## config.mk

```make
export PLATFORM = sky130hd
export DESIGN_NAME = bcd_timer_ctrl
export DESIGN_NICKNAME = d
export VERILOG_FILES = /design/src/rtl/bcd_timer_ctrl.sv
export SDC_FILE = /design/constraint.sdc
export NUM_CORES = 1
export LEC_CHECK = 0
export BUFFER_PORTS_ARGS = -buffer_cell sky130_fd_sc_hd__buf_2
export CAP_MARGIN = 20
export CORE_UTILIZATION = 42
export DETAILED_ROUTE_END_ITERATION = 12
export PLACE_DENSITY = 0.73
export SLEW_MARGIN = 30
export SYNTH_ARGS = -nofsm -noshare
export SYNTH_HDL_FRONTEND = slang
export SYNTH_SLANG_ARGS = --single-unit
```

## constraint.sdc

```tcl
create_clock -name clk -period 2.83 [get_ports clk]
set_input_delay 0.1415 -clock clk [delete_from_list [all_inputs] [get_ports clk]]
set_output_delay 0.1415 -clock clk [all_outputs]
set_load 0.05 [all_outputs]
```

## src/rtl/bcd_timer_ctrl.sv

```systemverilog
// ============================================================================
// Module   : bcd_timer_ctrl
// Function : command-driven 2-digit BCD up/down counter with prescaler and
//            programmable target (one-shot or auto-reload)
// Revision : 1.0
// ============================================================================
`default_nettype none

module bcd_timer_ctrl #(
   parameter int PRESCALE = 4
) (
   input  logic       clk,
   input  logic       _rst,
   input  logic       cmd_valid,
   output logic       cmd_ready,
   input  logic [2:0] cmd_op,
   input  logic [7:0] cmd_data,
   input  logic       mode_down,
   input  logic       auto_reload,
   output logic [7:0] Q,
   output logic [1:0] state_o,
   output logic       busy,
   output logic       done,
   output logic       err
);

   localparam int              c_PW         = $clog2(PRESCALE);
   localparam logic [c_PW-1:0] c_PRESC_LAST = c_PW'(PRESCALE - 1);

   localparam logic [2:0] c_OP_NOP   = 3'd0;
   localparam logic [2:0] c_OP_LOAD  = 3'd1;
   localparam logic [2:0] c_OP_START = 3'd2;
   localparam logic [2:0] c_OP_STOP  = 3'd3;
   localparam logic [2:0] c_OP_CLEAR = 3'd4;
   localparam logic [2:0] c_OP_SETTG = 3'd5;

   typedef enum logic [1:0] {
      S_IDLE  = 2'b00,
      S_RUN   = 2'b01,
      S_PAUSE = 2'b10,
      S_DONE  = 2'b11
   } state_t;

   state_t          r_state, w_state;
   logic [3:0]      r_tens, w_tens;
   logic [3:0]      r_units, w_units;
   logic [7:0]      r_preset, w_preset;
   logic [7:0]      r_target, w_target;
   logic [c_PW-1:0] r_presc, w_presc;
   logic            r_ready, w_ready;
   logic            r_done, w_done;
   logic            r_err, w_err;
   logic            r_reload_pend, w_reload_pend;

   logic            w_accept;
   logic            w_tick;
   logic [3:0]      w_cnt_tens, w_cnt_units;
   logic [7:0]      w_tick_q;

   function automatic logic is_bcd(input logic [7:0] v);
      return (v[7:4] <= 4'd9) && (v[3:0] <= 4'd9);
   endfunction

   assign w_accept = cmd_valid & r_ready;
   assign w_tick   = (r_state == S_RUN) && (r_presc == c_PRESC_LAST);

   // Both digits are resolved combinationally so carry/borrow lands in the same tick.
   always_comb begin
      w_cnt_tens  = r_tens;
      w_cnt_units = r_units;
      if (!mode_down) begin
         if (r_units == 4'd9) begin
            w_cnt_units = 4'd0;
            w_cnt_tens  = (r_tens == 4'd9) ? 4'd0 : r_tens + 4'd1;
         end else begin
            w_cnt_units = r_units + 4'd1;
         end
      end else begin
         if (r_units == 4'd0) begin
            w_cnt_units = 4'd9;
            w_cnt_tens  = (r_tens == 4'd0) ? 4'd9 : r_tens - 4'd1;
         end else begin
            w_cnt_units = r_units - 4'd1;
         end
      end
   end

   assign w_tick_q = r_reload_pend ? r_preset : {w_cnt_tens, w_cnt_units};

   always_comb begin
      w_state       = r_state;
      w_tens        = r_tens;
      w_units       = r_units;
      w_preset      = r_preset;
      w_target      = r_target;
      w_presc       = r_presc;
      w_ready       = ~w_accept;
      w_done        = 1'b0;
      w_err         = 1'b0;
      w_reload_pend = r_reload_pend;

      if (r_state == S_RUN) begin
         w_presc = w_tick ? '0 : r_presc + 1'b1;
      end

      // An accepted command always takes precedence over a coincident tick.
      if (w_accept) begin
         case (cmd_op)
            c_OP_NOP: begin
            end
            c_OP_LOAD: begin
               if (is_bcd(cmd_data)) begin
                  w_tens        = cmd_data[7:4];
                  w_units       = cmd_data[3:0];
                  w_preset      = cmd_data;
                  w_presc       = '0;
                  w_reload_pend = 1'b0;
                  if (r_state == S_DONE) begin
                     w_state = S_IDLE;
                  end
               end else begin
                  w_err = 1'b1;
               end
            end
            c_OP_START: begin
               case (r_state)
                  S_IDLE, S_DONE: begin
                     w_state       = S_RUN;
                     w_presc       = '0;
                     w_reload_pend = 1'b0;
                  end
                  S_PAUSE: begin
                     w_state = S_RUN;
                  end
                  default: begin
                  end
               endcase
            end
            c_OP_STOP: begin
               if (r_state == S_RUN) begin
                  w_state = S_PAUSE;
                  w_presc = w_tick ? '0 : r_presc;
               end
            end
            c_OP_CLEAR: begin
               w_tens        = r_preset[7:4];
               w_units       = r_preset[3:0];
               w_presc       = '0;
               w_state       = S_IDLE;
               w_reload_pend = 1'b0;
            end
            c_OP_SETTG: begin
               if (is_bcd(cmd_data)) begin
                  w_target = cmd_data;
               end else begin
                  w_err = 1'b1;
               end
            end
            default: begin
               w_err = 1'b1;
            end
         endcase
      end else if (w_tick) begin
         w_tens        = w_tick_q[7:4];
         w_units       = w_tick_q[3:0];
         w_reload_pend = 1'b0;
         if (w_tick_q == r_target) begin
            w_done = 1'b1;
            if (auto_reload) begin
               w_reload_pend = 1'b1;
            end else begin
               w_state = S_DONE;
            end
         end
      end
   end

   always_ff @(posedge clk or negedge _rst) begin
      if (!_rst) begin
         r_state       <= S_IDLE;
         r_tens        <= 4'd0;
         r_units       <= 4'd0;
         r_preset      <= 8'h00;
         r_target      <= 8'h99;
         r_presc       <= '0;
         r_ready       <= 1'b1;
         r_done        <= 1'b0;
         r_err         <= 1'b0;
         r_reload_pend <= 1'b0;
      end else begin
         r_state       <= w_state;
         r_tens        <= w_tens;
         r_units       <= w_units;
         r_preset      <= w_preset;
         r_target      <= w_target;
         r_presc       <= w_presc;
         r_ready       <= w_ready;
         r_done        <= w_done;
         r_err         <= w_err;
         r_reload_pend <= w_reload_pend;
      end
   end

   assign cmd_ready = r_ready;
   assign Q         = {r_tens, r_units};
   assign state_o   = r_state;
   assign busy      = (r_state == S_RUN);
   assign done      = r_done;
   assign err       = r_err;

endmodule

`default_nettype wire

```

==> results of run 1 <==
[power by group through the flow]
stage | logic [W] | registers, W | clock network, W
after floorplan | 0.000667 | 0.000831 | 0
after global placement | 0.000981 | 0.000724 | 0
after detailed placement | 0.000993 | 0.000729 | 0
after CTS | 0.00100 | 0.000721 | 0.000491
after global routing | 0.00111 | 0.000746 | 0.000506
final | 0.00101 | 0.000726 | 0.000481
[per-stage QoR]
step / util [%] / total power, W
after global routing: 50.8 / 0.00236
final: 50.8 / 0.00222
after global placement: 48.1 / 0.00171
after floorplan: - / 0.00150
after CTS: 50.6 / 0.00221
after detailed placement: 48.1 / 0.00172
[final timing paths]
path	to	cells past startpoint	slack [ns]	startpoint
setup / recovery	state_o[1]$_DFFE_PN0P_	9	0.14	r_units[1]$_DFFE_PN0P_
hold / removal	r_preset[0]$_DFFE_PN0P_	2	0.11	cmd_data[0]
setup reg to reg	state_o[1]$_DFFE_PN0P_	9	0.14	r_units[1]$_DFFE_PN0P_
hold reg to reg	r_presc[1]$_DFFE_PN0P_	2	0.53	r_presc[1]$_DFFE_PN0P_
max in group asynchronous	r_tens[0]$_DFFE_PN0P_	2	1.87	_rst
min in group asynchronous	r_preset[2]$_DFFE_PN0P_	2	0.45	_rst
[cells in the final DEF (no fill, tap or decap), drive strengths merged, types with 2 or more instances in the layout]
cell type / instances
a21bo: 2
nand2b: 5
dfstp: 5
buf: 35
a211oi: 5
xnor2: 5
clkbuf: 7
nand4: 3
a31oi: 4
inv: 15
o21ai: 17
a21oi: 20
nand3b: 3
nor2b: 8
o211ai: 3
ha: 10
or3b: 3
o311ai: 2
a22oi: 4
a221oi: 4
nor4b: 2
mux2i: 7
nand3: 9
nand2: 31
o31ai: 2
xor2: 4
dfrtp: 27
nand4b: 2
nor2: 18
o21a: 2
nor3: 5
mux2: 18
[timing repair]
action | CTS | global route
gates resized for setup | 0 | 4
setup endpoints to repair | 0 | 3
endpoints found under the hold margin | 27 | 0
hold buffers | 1 | 0
[cells by family (layout without fill, tap and decap cells)]
| logic type | after synthesis | in the layout |
|---|---|---|
| compound gates | 74 | 74 |
| mux | 25 | 25 |
| simple gates | 98 | 98 |
| flops | 32 | 32 |
| fa+ha+maj | 10 | 10 |
| buf+inv | 28 | 59 |
| xor+xnor | 9 | 9 |
[worst max-delay path: cells and delay by family (launching register included)]
kind                     cells  cell delay (ns)
flip-flops                   1             0.44
AND/OR/NAND/NOR              2             0.57
adder cells (fa/ha/maj)      1             0.26
AO/OA/AOI/OAI                5             1.19
buffers and inverters        1             0.13
[cell type report]
class	instances	area, um^2	share of cell area [%]
clock buffer	7	96.3	3.40
clock inverter	1	30.0	1.06
inverter	15	56.3	1.99
multi-input combinational	216	1550	54.8
sequential	32	808	28.5
tap	72	90.1	3.18
timing repair buffer	36	200	7.07
[layer usage]
layer | up-vias | share of wire, % | global-route usage [%]
met4 | 0 | 1.0 | 5.37
met5 | - | 0 | 0
met1 | 1015 | 47 | 27.9
met3 | 6 | 6.3 | 3.79
met2 | 84 | 46 | 33.2
li1 | 1060 | - | -
[flip-flops by register name (all words and copies together), names as in the netlist]
name	count
r_presc	2
r_units	4
cmd_ready	1
r_preset	8
r_target	8
state_o	2
err	1
r_tens	4
r_reload_pend	1
done	1
==> flow_summary.json, run 1 <==
{
  "antenna_cells": 0,
  "clock_transition_at_path_regs_ns": 0.07,
  "fmaxAchievable_mhz": 372,
  "placedCellCount": 370,
  "largest_net_degree_at_the_start_of_global_routing": 33,
  "vias_in_the_first_global_route": 2023,
  "run_status": "complete, no violations",
  "seqPwrFrac_pct": 32.7,
  "fp.dieArea_um2": 6190,
  "worstSetupPathType": "reg -> reg",
  "via_count": 2165,
  "synth.most_common_cell": "sky130_fd_sc_hd__nand2_1",
  "worstPathCellList": "inv_1 -> ha_2 -> or3b_1 -> a211o_1 -> o32ai_1 -> a21oi_1 -> a2111oi_2 -> nand4_2 -> a221oi_2",
  "post-route-period-util_pct": 94.9,
  "postSynthRegisterBits": 32,
  "cts.root.buffer_cell": "sky130_fd_sc_hd__clkbuf_8",
  "layout_setup_ws_ns": 0.145,
  "yosys_most_used_dff": "sky130_fd_sc_hd__dfrtp_1",
  "timing.max_cap.violations": 0,
  "drt-wirelength-per-cell_um": 15.6,
  "worst_path_largest_cell_delay_ns": 0.44,
  "synth_area_leaders": "sky130_fd_sc_hd__dfrtp_1 (27%), sky130_fd_sc_hd__mux2_2 (8.2%), sky130_fd_sc_hd__dfstp_2 (5.3%), sky130_fd_sc_hd__ha_1 (5.1%), sky130_fd_sc_hd__nand2_1 (4.7%)",
  "finalSetupViolCount": 0,
  "path_max_fanout": 7,
  "synth_top_area_cell": "sky130_fd_sc_hd__dfrtp_1",
  "cp_data_required_time_ns": 3.03,
  "routed_wl_mm": 5.90,
  "worstHoldPathType": "in -> reg",
  "number_of_buffers_inserted_by_post_cts_setup_repair": 0,
  "first_iter_violations": 160,
  "synth_enable_flop_cells": 0,
  "pwr-share-clk_pct": 21.7,
  "floorplan.rows": 27,
  "synth_xor_area_share_pct": 3.19,
  "switching_portion_of_total_power_pct": 41.8,
  "simple_gate_share_of_the_synthesized_area_pct": 22.4,
  "final.setup.tns_ns": 0,
  "via_per_inst": 5.71,
  "port-buffer-count": 29,
  "grt_util_all_layers_pct": 20.5,
  "fp.dieW_um": 78.7,
  "postLayoutCellArea_um2": 2830,
  "post_route_cells_drive_above_1_share_pct": 27.7,
  "postRouteAntennaNets": 0,
  "synthCells": 276,
  "worst_path_max_delay_cell": "sky130_fd_sc_hd__dfrtp_1",
  "internal_power_w": 0.00129,
  "ctsHtreeMaxLevel": 2,
  "detailedRoute.firstPassIterationCount": 4,
  "finalMaxSlewViolations": 0,
  "max-vdd-ir-drop_mv": 0.397,
  "synth.avg_cell_area_um2": 8.95,
  "synth_top_family_by_area": "simple AND/OR/NAND/NOR gates",
  "cts_tree": "built",
  "synth_largest_type_area_fraction_pct": 27.3,
  "synth_compound_area_share_pct": 20.6,
  "flow.area_growth_from_synthesis_pct": 14.6,
  "dp_hpwl_mm": 4.29,
  "fillers": 520,
  "nNetsFinal": 332,
  "fraction_of_the_yosys_area_taken_by_sequential_cells_pct": 32.7,
  "post_synth_num_cell_types": 59,
  "grt.overflow.total": 0,
  "synthAdderAreaFrac_pct": 5.06,
  "post_dp_cell_area_um2": 2680,
  "worst_setup_start_kind": "flop",
  "timing_hold_violations_final": 0,
  "grt_pass1_wl_mm": 9.94,
  "post-route-min-period_ns": 2.69,
  "ys.warnings.count": 0,
  "worst_slew_pin_slew_ns": 0.735,
  "fin_skew_ns": 0.00668,
  "portion_of_netlist_area_occupied_by_mux_cells_pct": 11.0,
  "preCtsSetupSlack_ns": 0.172,
  "grt_setup_unrepaired": "false",
  "synthesis.nets": 302,
  "critical_path_arrival_ns": 2.88,
  "fin_cells": 379,
  "grt_antenna_before_repair": 0,
  "clk_latency_ns": 0.29,
  "combinational_share_of_power_pct": 45.7,
  "floorplan.initialDensity_pct": 44.3,
  "placeableCoreArea_um2": 5570,
  "total_switching_power_w": 0.000927,
  "timing.max_slew.rel_slack_pct": 51.0,
  "synthTopCellsByCount": "sky130_fd_sc_hd__nand2_1 (31), sky130_fd_sc_hd__dfrtp_1 (27), sky130_fd_sc_hd__a21oi_1 (20), sky130_fd_sc_hd__mux2_2 (18), sky130_fd_sc_hd__nor2_1 (18)",
  "fin_worst_hold_slack_ns": 0.111,
  "last_weighted_congestion_value_of_the_routability_driven_placer": 0.821,
  "power.static_leakage_nw": 1.24,
  "cts-root-to-sink-buffers": 2,
  "io-pin-count": 30,
  "postSynth.asyncResetShare_pct": 100,
  "drc": 0,
  "cts_made_buffers": 5,
  "floorplan.die.height_um": 78.7,
  "worst_setup_path_end_kind": "flop",
  "power_per_cell_area_nw_per_um2": 784,
  "synth_area_um2": 2470,
  "count_of_clock_tree_sinks": 32
}
No activity file was read; power rests on OpenSTA's default activity.
==> inputs of run 2 (changes only) <==
- BUFFER_PORTS_ARGS: -buffer_cell sky130_fd_sc_hd__buf_2 -> -buffer_cell sky130_fd_sc_hd__buf_4
==> run 2 against run 1 <==
Against the previous run: utilization grew 0.70 points; sequential cell count is the same; clock-buffer cell count shrank 1; first-iteration DRC count grew 6.3%; critical path type unchanged; critical endpoint unchanged; largest power group unchanged.
==> flow_summary.json, run 2 (same netlist as run 1, synthesis figures left out) <==
{
  "grt_antenna_before_repair": 0,
  "via_count": 2263,
  "fp.dieArea_um2": 6190,
  "number_of_buffers_inserted_by_post_cts_setup_repair": 0,
  "antenna_cells": 0,
  "cp_data_required_time_ns": 3.04,
  "setup.reg_to_reg.worst_slack_ns": 0.17,
  "worstHoldPathType": "in -> reg",
  "fmaxAchievable_mhz": 376,
  "timing_hold_violations_final": 0,
  "total_power_w": 0.00218,
  "fin_skew_ns": 0.00747,
  "worstHoldEndpoint": "r_preset[0]$_DFFE_PN0P_",
  "min_path_cells": 2,
  "worst_slew_pin_slew_ns": 0.563,
  "timing.max_cap.violations": 0,
  "layout_setup_ws_ns": 0.168,
  "dp_hpwl_mm": 4.54,
  "timing.max_slew.rel_slack_pct": 62.4,
  "grt_most_used_layer": "met2",
  "fp.dieW_um": 78.7,
  "ctsHtreeMaxLevel": 2,
  "io-pin-count": 30,
  "floorplan.initialDensity_pct": 44.3,
  "post-route-min-period_ns": 2.66,
  "flow.area_growth_from_synthesis_pct": 16.2,
  "nNetsFinal": 332,
  "max-vdd-ir-drop_mv": 0.378,
  "finalSetupViolCount": 0,
  "placeableCoreArea_um2": 5570,
  "globalRouteMet2Util_pct": 34.0,
  "power_per_cell_area_nw_per_um2": 758,
  "floorplan.die.height_um": 78.7,
  "rr_worst_depth": 9,
  "post_route_cells_drive_above_1_share_pct": 27.7,
  "regToRegStartpoint": "r_units[1]$_DFFE_PN0P_",
  "gr-usage-met1_pct": 27.5,
  "preCtsSetupSlack_ns": 0.118,
  "largest_net_degree_at_the_start_of_global_routing": 33,
  "last_weighted_congestion_value_of_the_routability_driven_placer": 0.831,
  "cts_tree": "built",
  "drt-wirelength-per-cell_um": 16.5,
  "count_of_clock_tree_sinks": 32,
  "postRouteAntennaNets": 0,
  "hold_path_startpoint": "cmd_data[0]",
  "port-buffer-count": 29,
  "detailedRoute.firstPassIterationCount": 5,
  "grt_pass1_wl_mm": 10.2,
  "critical_path_arrival_ns": 2.87,
  "timing.rr.end": "state_o[1]$_DFFE_PN0P_",
  "first_iter_violations": 170,
  "final_cell_mix": "sky130_fd_sc_hd__buf_4 (35), sky130_fd_sc_hd__nand2_1 (31), sky130_fd_sc_hd__dfrtp_1 (25)",
  "worst_setup_path_end_kind": "flop",
  "post-route-period-util_pct": 94.1,
  "clk_latency_ns": 0.29,
  "placedCellCount": 370,
  "clock_transition_at_path_regs_ns": 0.08,
  "grt_util_all_layers_pct": 20.8,
  "routed_wl_mm": 6.26,
  "drc": 0,
  "cts_made_buffers": 5,
  "floorplan.rows": 27,
  "path_max_fanout": 7,
  "vias_in_the_first_global_route": 2105,
  "cts.root.buffer_cell": "sky130_fd_sc_hd__clkbuf_8",
  "layout.cells.most_common": "sky130_fd_sc_hd__buf_4",
  "finalMaxSlewViolations": 0,
  "cts-root-to-sink-buffers": 2,
  "worstSetupPathType": "reg -> reg",
  "worst_setup_start_kind": "flop",
  "fin_cells": 379,
  "reg.largest.list": "r_preset x8, r_target x8",
  "grt_util_met3_pct": 4.14,
  "grt.overflow.total": 0,
  "via_per_inst": 5.97,
  "run_status": "complete, no violations",
  "power.static_leakage_nw": 1.23
}
## run 2: cell types whose count changed in the layout (fill, tap and decap cells not counted)
| cell | delta |
|---|---|
| sky130_fd_sc_hd__a221oi_2 | -1 |
| sky130_fd_sc_hd__a221oi_1 | +1 |
| sky130_fd_sc_hd__clkbuf_8 | -1 |
| sky130_fd_sc_hd__bufinv_16 | -1 |
| sky130_fd_sc_hd__buf_2 | -29 |
| sky130_fd_sc_hd__clkinvlp_4 | +2 |
| sky130_fd_sc_hd__dfrtp_1 | -1 |
| sky130_fd_sc_hd__dfrtp_2 | +1 |
| sky130_fd_sc_hd__buf_4 | +29 |
## run 2: area by class of cell
cell class | instances | area [um^2]
repair buffers | 36 | 273
clock buffers | 6 | 82.6
multi-input cells | 216 | 1540
inverters | 15 | 56.3
fillers | 527 | 2700
flip-flops and latches | 32 | 810
well taps | 72 | 90.1
clock inverters | 2 | 15.0
## run 2: critical path, stage by stage (launching register included)
cell                        delay (ns)
sky130_fd_sc_hd__dfrtp_2          0.45
sky130_fd_sc_hd__inv_1            0.12
sky130_fd_sc_hd__ha_2             0.24
sky130_fd_sc_hd__or3b_1           0.43
sky130_fd_sc_hd__nand2_1          0.09
sky130_fd_sc_hd__a21oi_1          0.10
sky130_fd_sc_hd__o311a_1          0.32
sky130_fd_sc_hd__a2111oi_2        0.37
sky130_fd_sc_hd__nand4_2          0.19
sky130_fd_sc_hd__a221oi_2         0.26
## run 2: worst max path at each step
| stage | from | to | cells past startpoint |
|---|---|---|---|
| after floorplan | r_units[0]$_DFFE_PN0P_ | state_o[1]$_DFFE_PN0P_ | 8 |
| after global placement | r_units[1]$_DFFE_PN0P_ | state_o[1]$_DFFE_PN0P_ | 9 |
| after detailed placement | r_units[1]$_DFFE_PN0P_ | state_o[1]$_DFFE_PN0P_ | 9 |
| after CTS | r_units[1]$_DFFE_PN0P_ | r_reload_pend$_DFFE_PN0P_ | 9 |
| after global routing | r_units[1]$_DFFE_PN0P_ | r_reload_pend$_DFFE_PN0P_ | 9 |
| final | r_units[1]$_DFFE_PN0P_ | state_o[1]$_DFFE_PN0P_ | 9 |
## run 2: where the power goes
part,switching (W),internal (W)
clock network,0.000192,0.000197
logic,0.000619,0.000442
registers,0.000151,0.000575
total,0.000963,0.00121
## run 2: routing by layer
layer	wire length [um]	vias up
met5	0	-
met4	104	0
met3	392	13
met2	2900	89
met1	2860	1098
li1	-	1063
## run 2: timing repair
item                                    CTS  global route
hold buffers                              1             0
endpoints found under the hold margin    27             0
endpoints found under the setup margin    0             2
resized for setup                         0             4
## run 2: through the flow
| step | TNS, ns | hold slack, ns | utilization [%] | instance area (um^2) |
|---|---|---|---|---|
| 5_1_grt | -0.00973 | 0.101 | 51.5 | 2870 |
| 6_report | 0 | 0.0966 | 51.5 | 2870 |
| 3_5_place_dp | 0 | 0.109 | 49.4 | 2760 |
| 4_1_cts | 0 | 0.0967 | 51.4 | 2860 |
| 2_1_floorplan | 0 | -0.154 | - | 2470 |
| 3_3_place_gp | 0 | 0.104 | 49.4 | 2760 |
